==> src/rtl/recv_logic_if.sv <==
`default_nettype none
// ============================================================================
// Module      : recv_logic_if
// Description : FWFT FIFO read-side bundle feeding recv_logic
//               (four control FIFOs plus the pixel FIFO).
// Revision    : 1.0 - initial release
// ============================================================================
interface recv_logic_if #(
    parameter int BUFF_SIZE     = 32,
    parameter int BUFF_SIZE_BIT = $clog2(BUFF_SIZE) + 1,
    parameter int DATA_WIDTH    = 8
);
    logic                     recv_buff_size_empty;
    logic                     recv_pivot_empty;
    logic                     recv_median_pos_empty;
    logic                     recv_second_median_value_empty;
    logic                     recv_px_empty;
    logic [BUFF_SIZE_BIT-1:0] recv_buff_size_din;
    logic [DATA_WIDTH-1:0]    recv_pivot_din;
    logic [BUFF_SIZE_BIT-1:0] recv_median_pos_din;
    logic [DATA_WIDTH-1:0]    recv_second_median_value_din;
    logic [DATA_WIDTH-1:0]    recv_px_din;
    logic                     recv_buff_size_rd;
    logic                     recv_pivot_rd;
    logic                     recv_median_pos_rd;
    logic                     recv_second_median_value_rd;
    logic                     recv_px_rd;

    // FIFO side
    modport master (
        output recv_buff_size_empty, recv_pivot_empty, recv_median_pos_empty,
               recv_second_median_value_empty, recv_px_empty,
               recv_buff_size_din, recv_pivot_din, recv_median_pos_din,
               recv_second_median_value_din, recv_px_din,
        input  recv_buff_size_rd, recv_pivot_rd, recv_median_pos_rd,
               recv_second_median_value_rd, recv_px_rd
    );

    // Consumer side (recv_logic)
    modport slave (
        input  recv_buff_size_empty, recv_pivot_empty, recv_median_pos_empty,
               recv_second_median_value_empty, recv_px_empty,
               recv_buff_size_din, recv_pivot_din, recv_median_pos_din,
               recv_second_median_value_din, recv_px_din,
        output recv_buff_size_rd, recv_pivot_rd, recv_median_pos_rd,
               recv_second_median_value_rd, recv_px_rd
    );
endinterface
`default_nettype wire

==> src/rtl/recv_logic.sv <==
`default_nettype none
// ============================================================================
// Module      : recv_logic
// Description : Pops one burst header from the control FIFOs, then exactly
//               buff_size pixels into the local pixel buffer, then pulses
//               recv_done. Optional macro RECV_LOGIC_SIZE_CHECK_EN enables
//               the sticky recv_size_err check.
// Revision    : 1.0 - initial release
// ============================================================================
module recv_logic #(
    parameter int BUFF_SIZE     = 32,
    parameter int BUFF_SIZE_BIT = $clog2(BUFF_SIZE) + 1,
    parameter int DATA_WIDTH    = 8
) (
    input  logic                     clk,
    input  logic                     rst_n,
    input  logic                     recv_req,
    recv_logic_if.slave              fifo,
    output logic [BUFF_SIZE_BIT-1:0] buff_size,
    output logic [DATA_WIDTH-1:0]    pivot,
    output logic [BUFF_SIZE_BIT-1:0] median_pos,
    output logic [DATA_WIDTH-1:0]    second_median_value,
    output logic                     buf_wr,
    output logic [BUFF_SIZE_BIT-1:0] buf_addr,
    output logic [DATA_WIDTH-1:0]    buf_data,
    output logic                     receiving,
    output logic                     recv_done,
    output logic [BUFF_SIZE_BIT-1:0] recv_count,
    output logic                     recv_size_err
);

    localparam logic [1:0] c_ST_IDLE = 2'd0;
    localparam logic [1:0] c_ST_RECV = 2'd1;
    localparam logic [1:0] c_ST_DONE = 2'd2;

    localparam logic [BUFF_SIZE_BIT-1:0] c_BUFF_SIZE = BUFF_SIZE_BIT'(BUFF_SIZE);
    localparam logic [BUFF_SIZE_BIT-1:0] c_ONE       = BUFF_SIZE_BIT'(1);

    logic [1:0]               r_state;
    logic [BUFF_SIZE_BIT-1:0] r_buff_size;
    logic [DATA_WIDTH-1:0]    r_pivot;
    logic [BUFF_SIZE_BIT-1:0] r_median_pos;
    logic [DATA_WIDTH-1:0]    r_second;
    logic [BUFF_SIZE_BIT-1:0] r_count;

    logic w_hdr_ok;
    logic w_px_rd;
    logic w_buf_wr;

    // rst_n gates the header strobe so nothing is popped while held in reset
    assign w_hdr_ok = rst_n && (r_state == c_ST_IDLE) && recv_req &&
                      !fifo.recv_buff_size_empty && !fifo.recv_pivot_empty &&
                      !fifo.recv_median_pos_empty && !fifo.recv_second_median_value_empty;
    assign w_px_rd  = (r_state == c_ST_RECV) && !fifo.recv_px_empty;
    assign w_buf_wr = w_px_rd && (r_count < c_BUFF_SIZE);

    assign fifo.recv_buff_size_rd           = w_hdr_ok;
    assign fifo.recv_pivot_rd               = w_hdr_ok;
    assign fifo.recv_median_pos_rd          = w_hdr_ok;
    assign fifo.recv_second_median_value_rd = w_hdr_ok;
    assign fifo.recv_px_rd                  = w_px_rd;

    assign buff_size           = r_buff_size;
    assign pivot               = r_pivot;
    assign median_pos          = r_median_pos;
    assign second_median_value = r_second;
    assign buf_wr              = w_buf_wr;
    assign buf_addr            = r_count;
    assign buf_data            = w_buf_wr ? fifo.recv_px_din : '0;
    assign receiving           = (r_state == c_ST_RECV);
    assign recv_done           = (r_state == c_ST_DONE);
    assign recv_count          = r_count;

    always_ff @(posedge clk or negedge rst_n) begin
        if (!rst_n) begin
            r_state      <= c_ST_IDLE;
            r_buff_size  <= '0;
            r_pivot      <= '0;
            r_median_pos <= '0;
            r_second     <= '0;
            r_count      <= '0;
        end else begin
            case (r_state)
                c_ST_IDLE: begin
                    if (w_hdr_ok) begin
                        r_buff_size  <= fifo.recv_buff_size_din;
                        r_pivot      <= fifo.recv_pivot_din;
                        r_median_pos <= fifo.recv_median_pos_din;
                        r_second     <= fifo.recv_second_median_value_din;
                        r_state      <= (fifo.recv_buff_size_din == '0) ? c_ST_DONE : c_ST_RECV;
                    end
                end
                c_ST_RECV: begin
                    // oversize bursts are drained fully so the pixel stream stays aligned
                    if (w_px_rd) begin
                        r_count <= r_count + c_ONE;
                        if (r_count == (r_buff_size - c_ONE)) begin
                            r_state <= c_ST_DONE;
                        end
                    end
                end
                c_ST_DONE: begin
                    r_count <= '0;
                    r_state <= c_ST_IDLE;
                end
                default: begin
                    r_state <= c_ST_IDLE;
                end
            endcase
        end
    end

`ifdef RECV_LOGIC_SIZE_CHECK_EN
    logic r_size_err;

    always_ff @(posedge clk or negedge rst_n) begin
        if (!rst_n) begin
            r_size_err <= 1'b0;
        end else if (w_hdr_ok && ((fifo.recv_buff_size_din == '0) ||
                                  (fifo.recv_buff_size_din > c_BUFF_SIZE))) begin
            r_size_err <= 1'b1;
        end
    end

    assign recv_size_err = r_size_err;
`else
    assign recv_size_err = 1'b0;
`endif

endmodule
`default_nettype wire

==> src/flat_wrapper.sv <==
// flat-port wrapper written by rule: the top's interface ports become plain ports
module recv_logic_flat 
#(
    parameter int BUFF_SIZE     = 32,
    parameter int BUFF_SIZE_BIT = $clog2(BUFF_SIZE) + 1,
    parameter int DATA_WIDTH    = 8
)
  (clk, rst_n, recv_req, buff_size, pivot, median_pos, second_median_value, buf_wr, buf_addr, buf_data, receiving, recv_done, recv_count, recv_size_err, fifo_recv_buff_size_empty, fifo_recv_pivot_empty, fifo_recv_median_pos_empty, fifo_recv_second_median_value_empty, fifo_recv_px_empty, fifo_recv_buff_size_din, fifo_recv_pivot_din, fifo_recv_median_pos_din, fifo_recv_second_median_value_din, fifo_recv_px_din, fifo_recv_buff_size_rd, fifo_recv_pivot_rd, fifo_recv_median_pos_rd, fifo_recv_second_median_value_rd, fifo_recv_px_rd);
  recv_logic_if #(.BUFF_SIZE(BUFF_SIZE), .BUFF_SIZE_BIT(BUFF_SIZE_BIT), .DATA_WIDTH(DATA_WIDTH)) fifo_i ();
  input  logic clk;
  input  logic rst_n;
  input  logic recv_req;
  output logic [BUFF_SIZE_BIT-1:0] buff_size;
  output logic [DATA_WIDTH-1:0] pivot;
  output logic [BUFF_SIZE_BIT-1:0] median_pos;
  output logic [DATA_WIDTH-1:0] second_median_value;
  output logic buf_wr;
  output logic [BUFF_SIZE_BIT-1:0] buf_addr;
  output logic [DATA_WIDTH-1:0] buf_data;
  output logic receiving;
  output logic recv_done;
  output logic [BUFF_SIZE_BIT-1:0] recv_count;
  output logic recv_size_err;
  input wire logic [$bits(fifo_i.recv_buff_size_empty)-1:0] fifo_recv_buff_size_empty;
  input wire logic [$bits(fifo_i.recv_pivot_empty)-1:0] fifo_recv_pivot_empty;
  input wire logic [$bits(fifo_i.recv_median_pos_empty)-1:0] fifo_recv_median_pos_empty;
  input wire logic [$bits(fifo_i.recv_second_median_value_empty)-1:0] fifo_recv_second_median_value_empty;
  input wire logic [$bits(fifo_i.recv_px_empty)-1:0] fifo_recv_px_empty;
  input wire logic [$bits(fifo_i.recv_buff_size_din)-1:0] fifo_recv_buff_size_din;
  input wire logic [$bits(fifo_i.recv_pivot_din)-1:0] fifo_recv_pivot_din;
  input wire logic [$bits(fifo_i.recv_median_pos_din)-1:0] fifo_recv_median_pos_din;
  input wire logic [$bits(fifo_i.recv_second_median_value_din)-1:0] fifo_recv_second_median_value_din;
  input wire logic [$bits(fifo_i.recv_px_din)-1:0] fifo_recv_px_din;
  output wire logic [$bits(fifo_i.recv_buff_size_rd)-1:0] fifo_recv_buff_size_rd;
  output wire logic [$bits(fifo_i.recv_pivot_rd)-1:0] fifo_recv_pivot_rd;
  output wire logic [$bits(fifo_i.recv_median_pos_rd)-1:0] fifo_recv_median_pos_rd;
  output wire logic [$bits(fifo_i.recv_second_median_value_rd)-1:0] fifo_recv_second_median_value_rd;
  output wire logic [$bits(fifo_i.recv_px_rd)-1:0] fifo_recv_px_rd;
  assign fifo_i.recv_buff_size_empty = fifo_recv_buff_size_empty;
  assign fifo_i.recv_pivot_empty = fifo_recv_pivot_empty;
  assign fifo_i.recv_median_pos_empty = fifo_recv_median_pos_empty;
  assign fifo_i.recv_second_median_value_empty = fifo_recv_second_median_value_empty;
  assign fifo_i.recv_px_empty = fifo_recv_px_empty;
  assign fifo_i.recv_buff_size_din = fifo_recv_buff_size_din;
  assign fifo_i.recv_pivot_din = fifo_recv_pivot_din;
  assign fifo_i.recv_median_pos_din = fifo_recv_median_pos_din;
  assign fifo_i.recv_second_median_value_din = fifo_recv_second_median_value_din;
  assign fifo_i.recv_px_din = fifo_recv_px_din;
  assign fifo_recv_buff_size_rd = fifo_i.recv_buff_size_rd;
  assign fifo_recv_pivot_rd = fifo_i.recv_pivot_rd;
  assign fifo_recv_median_pos_rd = fifo_i.recv_median_pos_rd;
  assign fifo_recv_second_median_value_rd = fifo_i.recv_second_median_value_rd;
  assign fifo_recv_px_rd = fifo_i.recv_px_rd;
  recv_logic #(.BUFF_SIZE(BUFF_SIZE), .BUFF_SIZE_BIT(BUFF_SIZE_BIT), .DATA_WIDTH(DATA_WIDTH)) u_core (.clk(clk), .rst_n(rst_n), .recv_req(recv_req), .fifo(fifo_i), .buff_size(buff_size), .pivot(pivot), .median_pos(median_pos), .second_median_value(second_median_value), .buf_wr(buf_wr), .buf_addr(buf_addr), .buf_data(buf_data), .receiving(receiving), .recv_done(recv_done), .recv_count(recv_count), .recv_size_err(recv_size_err));
endmodule
==> config.mk <==
export PLATFORM = sky130hd
export DESIGN_NAME = recv_logic_flat
export DESIGN_NICKNAME = d
export VERILOG_FILES = /design/src/rtl/recv_logic_if.sv /design/src/rtl/recv_logic.sv /design/src/flat_wrapper.sv
export SDC_FILE = /design/constraint.sdc
export NUM_CORES = 1
export LEC_CHECK = 0
export CORE_AREA = 2 2 51 100
export DETAILED_ROUTE_END_ITERATION = 16
export DIE_AREA = 0 0 53 102
export PLACE_DENSITY = 0.78
export SYNTH_ARGS = -nofsm -noshare
export SYNTH_HDL_FRONTEND = slang
export SYNTH_SLANG_ARGS = --single-unit
==> constraint.sdc <==
create_clock -name clk -period 4.5 [get_ports clk]
set_clock_uncertainty 0.15 [all_clocks]
set_input_delay 0.9 -clock clk [delete_from_list [all_inputs] [get_ports clk]]
set_output_delay 0.9 -clock clk [all_outputs]
set_load 0.02 [all_outputs]
# --- Word-level counts from Yosys, hierarchy flattened ---
# Cells that the tools add are included.
# W data, S select, Z words.
word_totals:
  wordCells: 42
  out_inout_bits: 57
  reg_bits: 36
  in_bits: 44
classes:
  reduce_logical: 19
  eq_ne: 6
  add_sub_neg: 2
  mux: 8
  order_cmp: 1
ops:
  columns: ["operator", "count"]
  rows:
  - ["$pmux W6 S2", 1]
  - ["$logic_and A1 B1 Y1", 8]
  - ["$mux W2", 4]
  - ["$mux W8", 1]
  - ["$add A6 B1 Y6 const B", 1]
  - ["$eq A6 B6 Y1", 1]
  - ["$logic_not A6 Y1", 1]
  - ["$lt A6 B6 Y1 const B", 1]
  - ["$mux W6", 1]
  - ["$sub A6 B1 Y6 const B", 1]
  - ["$logic_not A1 Y1", 5]
  - ["$ne A2 B1 Y1 const B", 2]
  - ["$pmux W2 S2", 1]
  - ["$reduce_and A2 Y1", 2]
  - ["$reduce_and A3 Y1", 1]
  - ["$eq A2 B1 Y1 const B", 1]
  - ["$eq A2 B2 Y1 const B", 1]
  - ["$logic_not A2 Y1", 1]
  - ["$ne A2 B2 Y1 const B", 1]
  - ["$reduce_bool A2 Y1", 1]

# --- Longest topological paths before layout ---
logic_depth:
  ltp_word: 9
  ltp_mapped: 6
  depth_no_buf: 6

# --- Least setup slack after synthesis ---
# OpenSTA, ideal clock, no wires.
synth_path:
  kind: "input to output"
  from: "input port fifo_recv_px_empty"
  to: "output port buf_data[0]"
  cell_stages: 4
  slack_ps: 1465
  arrival_ps: 1985
  path_cell_list: "or3b_1 -> buf_6 -> nor2_2 -> and2_1"
synth_via:
  elab_chain_len: 4
synth_rtl:
  columns: ["element", "line", "text"]
  rows:
  - ["start, declared", "flat_wrapper.sv:28", "input wire logic [$bits(fifo_i.recv_px_empty)-1:0] fifo_recv_px_empty;"]
  - ["$logic_not A1 Y1", "recv_logic.sv:54", "assign w_px_rd = (r_state == c_ST_RECV) && !fifo.recv_px_empty;"]
  - ["$logic_and A1 B1 Y1", "recv_logic.sv:54", null]
  - ["$logic_and A1 B1 Y1", "recv_logic.sv:55", "assign w_buf_wr = w_px_rd && (r_count < c_BUFF_SIZE);"]
  - ["via buf_wr", "flat_wrapper.sv:17", "output logic buf_wr;"]
  - ["$mux W8", "recv_logic.sv:69", "assign buf_data = w_buf_wr ? fifo.recv_px_din : '0;"]
  - ["end, declared", "flat_wrapper.sv:19", "output logic [DATA_WIDTH-1:0] buf_data;"]
# The timed path passes the listed nets, and every way through them passes these cells.

# --- Worst setup path after layout ---
layout_path:
  from: "input port fifo_recv_px_empty"
  to: "output port buf_data[0]"
layout_via:
  elab_chain_len: 4
layout_rtl:
  columns: ["element", "line"]
  rows:
  - ["$logic_not A1 Y1", "recv_logic.sv:54"]
  - ["$logic_and A1 B1 Y1", "recv_logic.sv:54"]
  - ["$logic_and A1 B1 Y1", "recv_logic.sv:55"]
  - ["$mux W8", "recv_logic.sv:69"]
# Every way passes these cells.

==> reports/qor.yml <==
logic_synthesis:
  postSynthCellCount: 160
  ys_seq_elements: 36
  synth_area_leaders: "dfrtp_1 50%, mux2_1 12%, buf_4 4.5%"
  avgSynthCellArea_sq_um: 11.37
  synth_top_area_share_pct: 49.52
  synth_area_sq_um: 1819
  ys_seq_area_share_pct: 49.52
  synth_warnings: 0
  yosysUniqueCellTypes: 38
  yosys.area.top_type: "dfrtp_1"
  synth_nets: 206
die:
  core_sq_um: 4598
  num_rows: 35
  fp.dieArea_sq_um: 5406
  ios: 101
  die_y_um: 102
  die_width_um: 53
  initial_utilization_pct: 39.56
critical_path:
  critPathTopFamily: "buffers and inverters"
  worstPathArrival_ps: 2890
  r2r_end: "u_core.r_state[0]"
  path_buf_inv: 2
  worstSetupEndpoint: "buf_data[0]"
  worst_path_max_delay_cell: "clkdlybuf4s50_1"
  worstSetupPathType: "input pin to primary output"
  crit_chain: "clkdlybuf4s50_1 > or3b_1 > nor2_2 > and2_1 > clkdlybuf4s50_1"
  cp_max_fo: 9
  critPathMaxStageDelay_ps: 600
  cp_common_cell: "clkdlybuf4s50_1"
  r2r_start: "u_core.buff_size[0]"
  endpoint_kind: "primary output"
  path_depth: 5
  reg2reg_setup_slack_ps: 2550
  startpoint: "fifo_recv_px_empty"
  critPathLaunchType: "input pin"
  required_ps: 3450
  rr_worst_depth: 6
sta:
  slew_violations: 0
  fin_tns_setup_ps: 0
  rsz0062_at_grt: "false"
  setup_viol: 0
  timing.final.hold_violations: 0
  max_freq_ghz: 0.2541
  finalCriticalPeriod_ps: 3936
  period_share_pct: 87.47
drt:
  drt-total-wl_um: 4564
  viasPerCell: 4.874
  post_drt_wl_per_cell_um: 14.72
  vias: 1511
  first_pass_iters: 4
  drtAntennaViolNets: 0
  drtIter0Drc: 14
  route.detailed.drc: 0
clock_tree:
  htree_levels: 2
  clk_latency_ps: 290
  path_clk_slew_ps: 70
  numCtsBuffers: 5
  clk_path_buf_depth: 2
  cts_resized: 0
  cts_tree: "done"
  root_buffer: "clkbuf_8"
  clock-sinks: 36
  hold_buffers: 0
  cts_setup_buffers: 0
cells_and_area:
  area_growth_pct: 58.32
  mostFrequentLayoutCells: "98 x clkdlybuf4s50_1, 36 x dfrtp_1, 19 x mux2_1, 18 x nand2_1, 8 x and2_1"
  multi_input_area_sq_um: 758.2
  fin_cells: 310
  stdcell_area_sq_um: 2880
  drive_gt1_share_pct: 8.627
  antenna_cells: 0
  num-fill-cells: 400
  final_common_cell: "clkdlybuf4s50_1"
  final_util_pct: 62.64
  finalNetCount: 300
  regArea_sq_um: 900.9
pwr:
  p_total_mw: 1.049
  vdd.ir_drop.worst_uv: 387.5
  power_density_nw_per_um2: 364.3
  power_leakage_nw: 1.293
grt:
  grt_max_degree: 37
  grt_overflow: 0
  antenna_found_initial: 0
  grt_pass1_wl_um: 6913
  first_global_vias: 1471
  grt_usage_pct: 17.86
job:
  drv_cap: 0
place:
  place_hpwl_um: 3670
  gp_congestion: 0.7619
  place_inst: 302
  placed_cell_area_sq_um: 2773
  port_buffers: 99
min_path:
  hp-class: "flip-flop to flip-flop"
status:
  status: "finished, final reports clean"
==> layer usage <==
metal,wire (um),vias up,track usage [%]
li1,-,723,-
met5,0,-,0
met4,82,0,8.284
met1,1442,722,16.79
met2,2729,60,34.33
met3,311,6,4.094
==> sequential cells by signal (all words and copies together), names as in the netlist <==
name	cells
u_core.buf_addr	6
u_core.buff_size	6
u_core.median_pos	6
u_core.pivot	8
u_core.r_state	2
u_core.second_median_value	8
==> cells in the mapped netlist (all sizes together) <==
cell    number
or2b         1
nor3         2
mux2        22
xnor2        5
nand4        4
nand4b       1
nor4         3
conb         1
nand2       18
nand2b       3
nor2         8
a311oi       1
and2         8
dfrtp       36
nand3        2
a31oi        3
o211ai       2
clkinv       2
inv          6
a211o        1
buf         14
o31ai        2
a21oi        1
o21ai        8
xor2         2
a21o         1
ha           2
or3b         1
==> power by group <==
group / total [mW] / internal [mW] / switching (mW)
Combinational: 0.357 / 0.187 / 0.169
Sequential: 0.415 / 0.359 / 0.0554
Clock: 0.278 / 0.164 / 0.114
==> cells by family (layout without fill, tap and decap cells) <==
kind of cell / after synthesis / count (layout) / synth area share [%]
simple gates: 51 / 51 / 16.03
flops: 36 / 36 / 49.52
mux: 22 / 22 / 13.62
buf+inv: 22 / 117 / 8.803
compound gates: 19 / 19 / 7.084
xor+xnor: 7 / 7 / 3.370
fa+ha+maj: 2 / 2 / 1.375
other cells: 1 / 1 / 0.2061
==> area by class of cell <==
cell class | instances | area share [%]
Multi-Input combinational cell | 102 | 26.32
Tap cell | 55 | 2.389
Clock buffer | 6 | 2.520
Timing Repair Buffer | 101 | 34.75
Inverter | 8 | 1.520
Clock inverter | 2 | 1.216
Sequential cell | 36 | 31.28
==> per-stage QoR <==
step           setup slack, ps  hold WS [ps]
2_1_floorplan             1465         439.9
3_3_place_gp             576.1         316.9
3_5_place_dp             545.3         323.7
4_1_cts                  545.3         341.1
5_1_grt                  491.5         350.6
6_report                 563.9         333.8
==> worst min path at each step <==
| stage | start | endpoint | slack [ps] | depth (start not counted) |
|---|---|---|---|---|
| detailed placement | u_core.median_pos[1] | u_core.median_pos[1] | 320 | 1 |
| global placement | u_core.pivot[4] | u_core.pivot[4] | 320 | 1 |
| finish | u_core.median_pos[1] | u_core.median_pos[1] | 330 | 1 |
| global route | u_core.pivot[4] | u_core.pivot[4] | 350 | 1 |
| floorplan | u_core.r_state[1] | u_core.r_state[1] | 440 | 2 |
| CTS | u_core.median_pos[1] | u_core.median_pos[1] | 340 | 1 |
No activity file was read; power rests on OpenSTA's default activity.
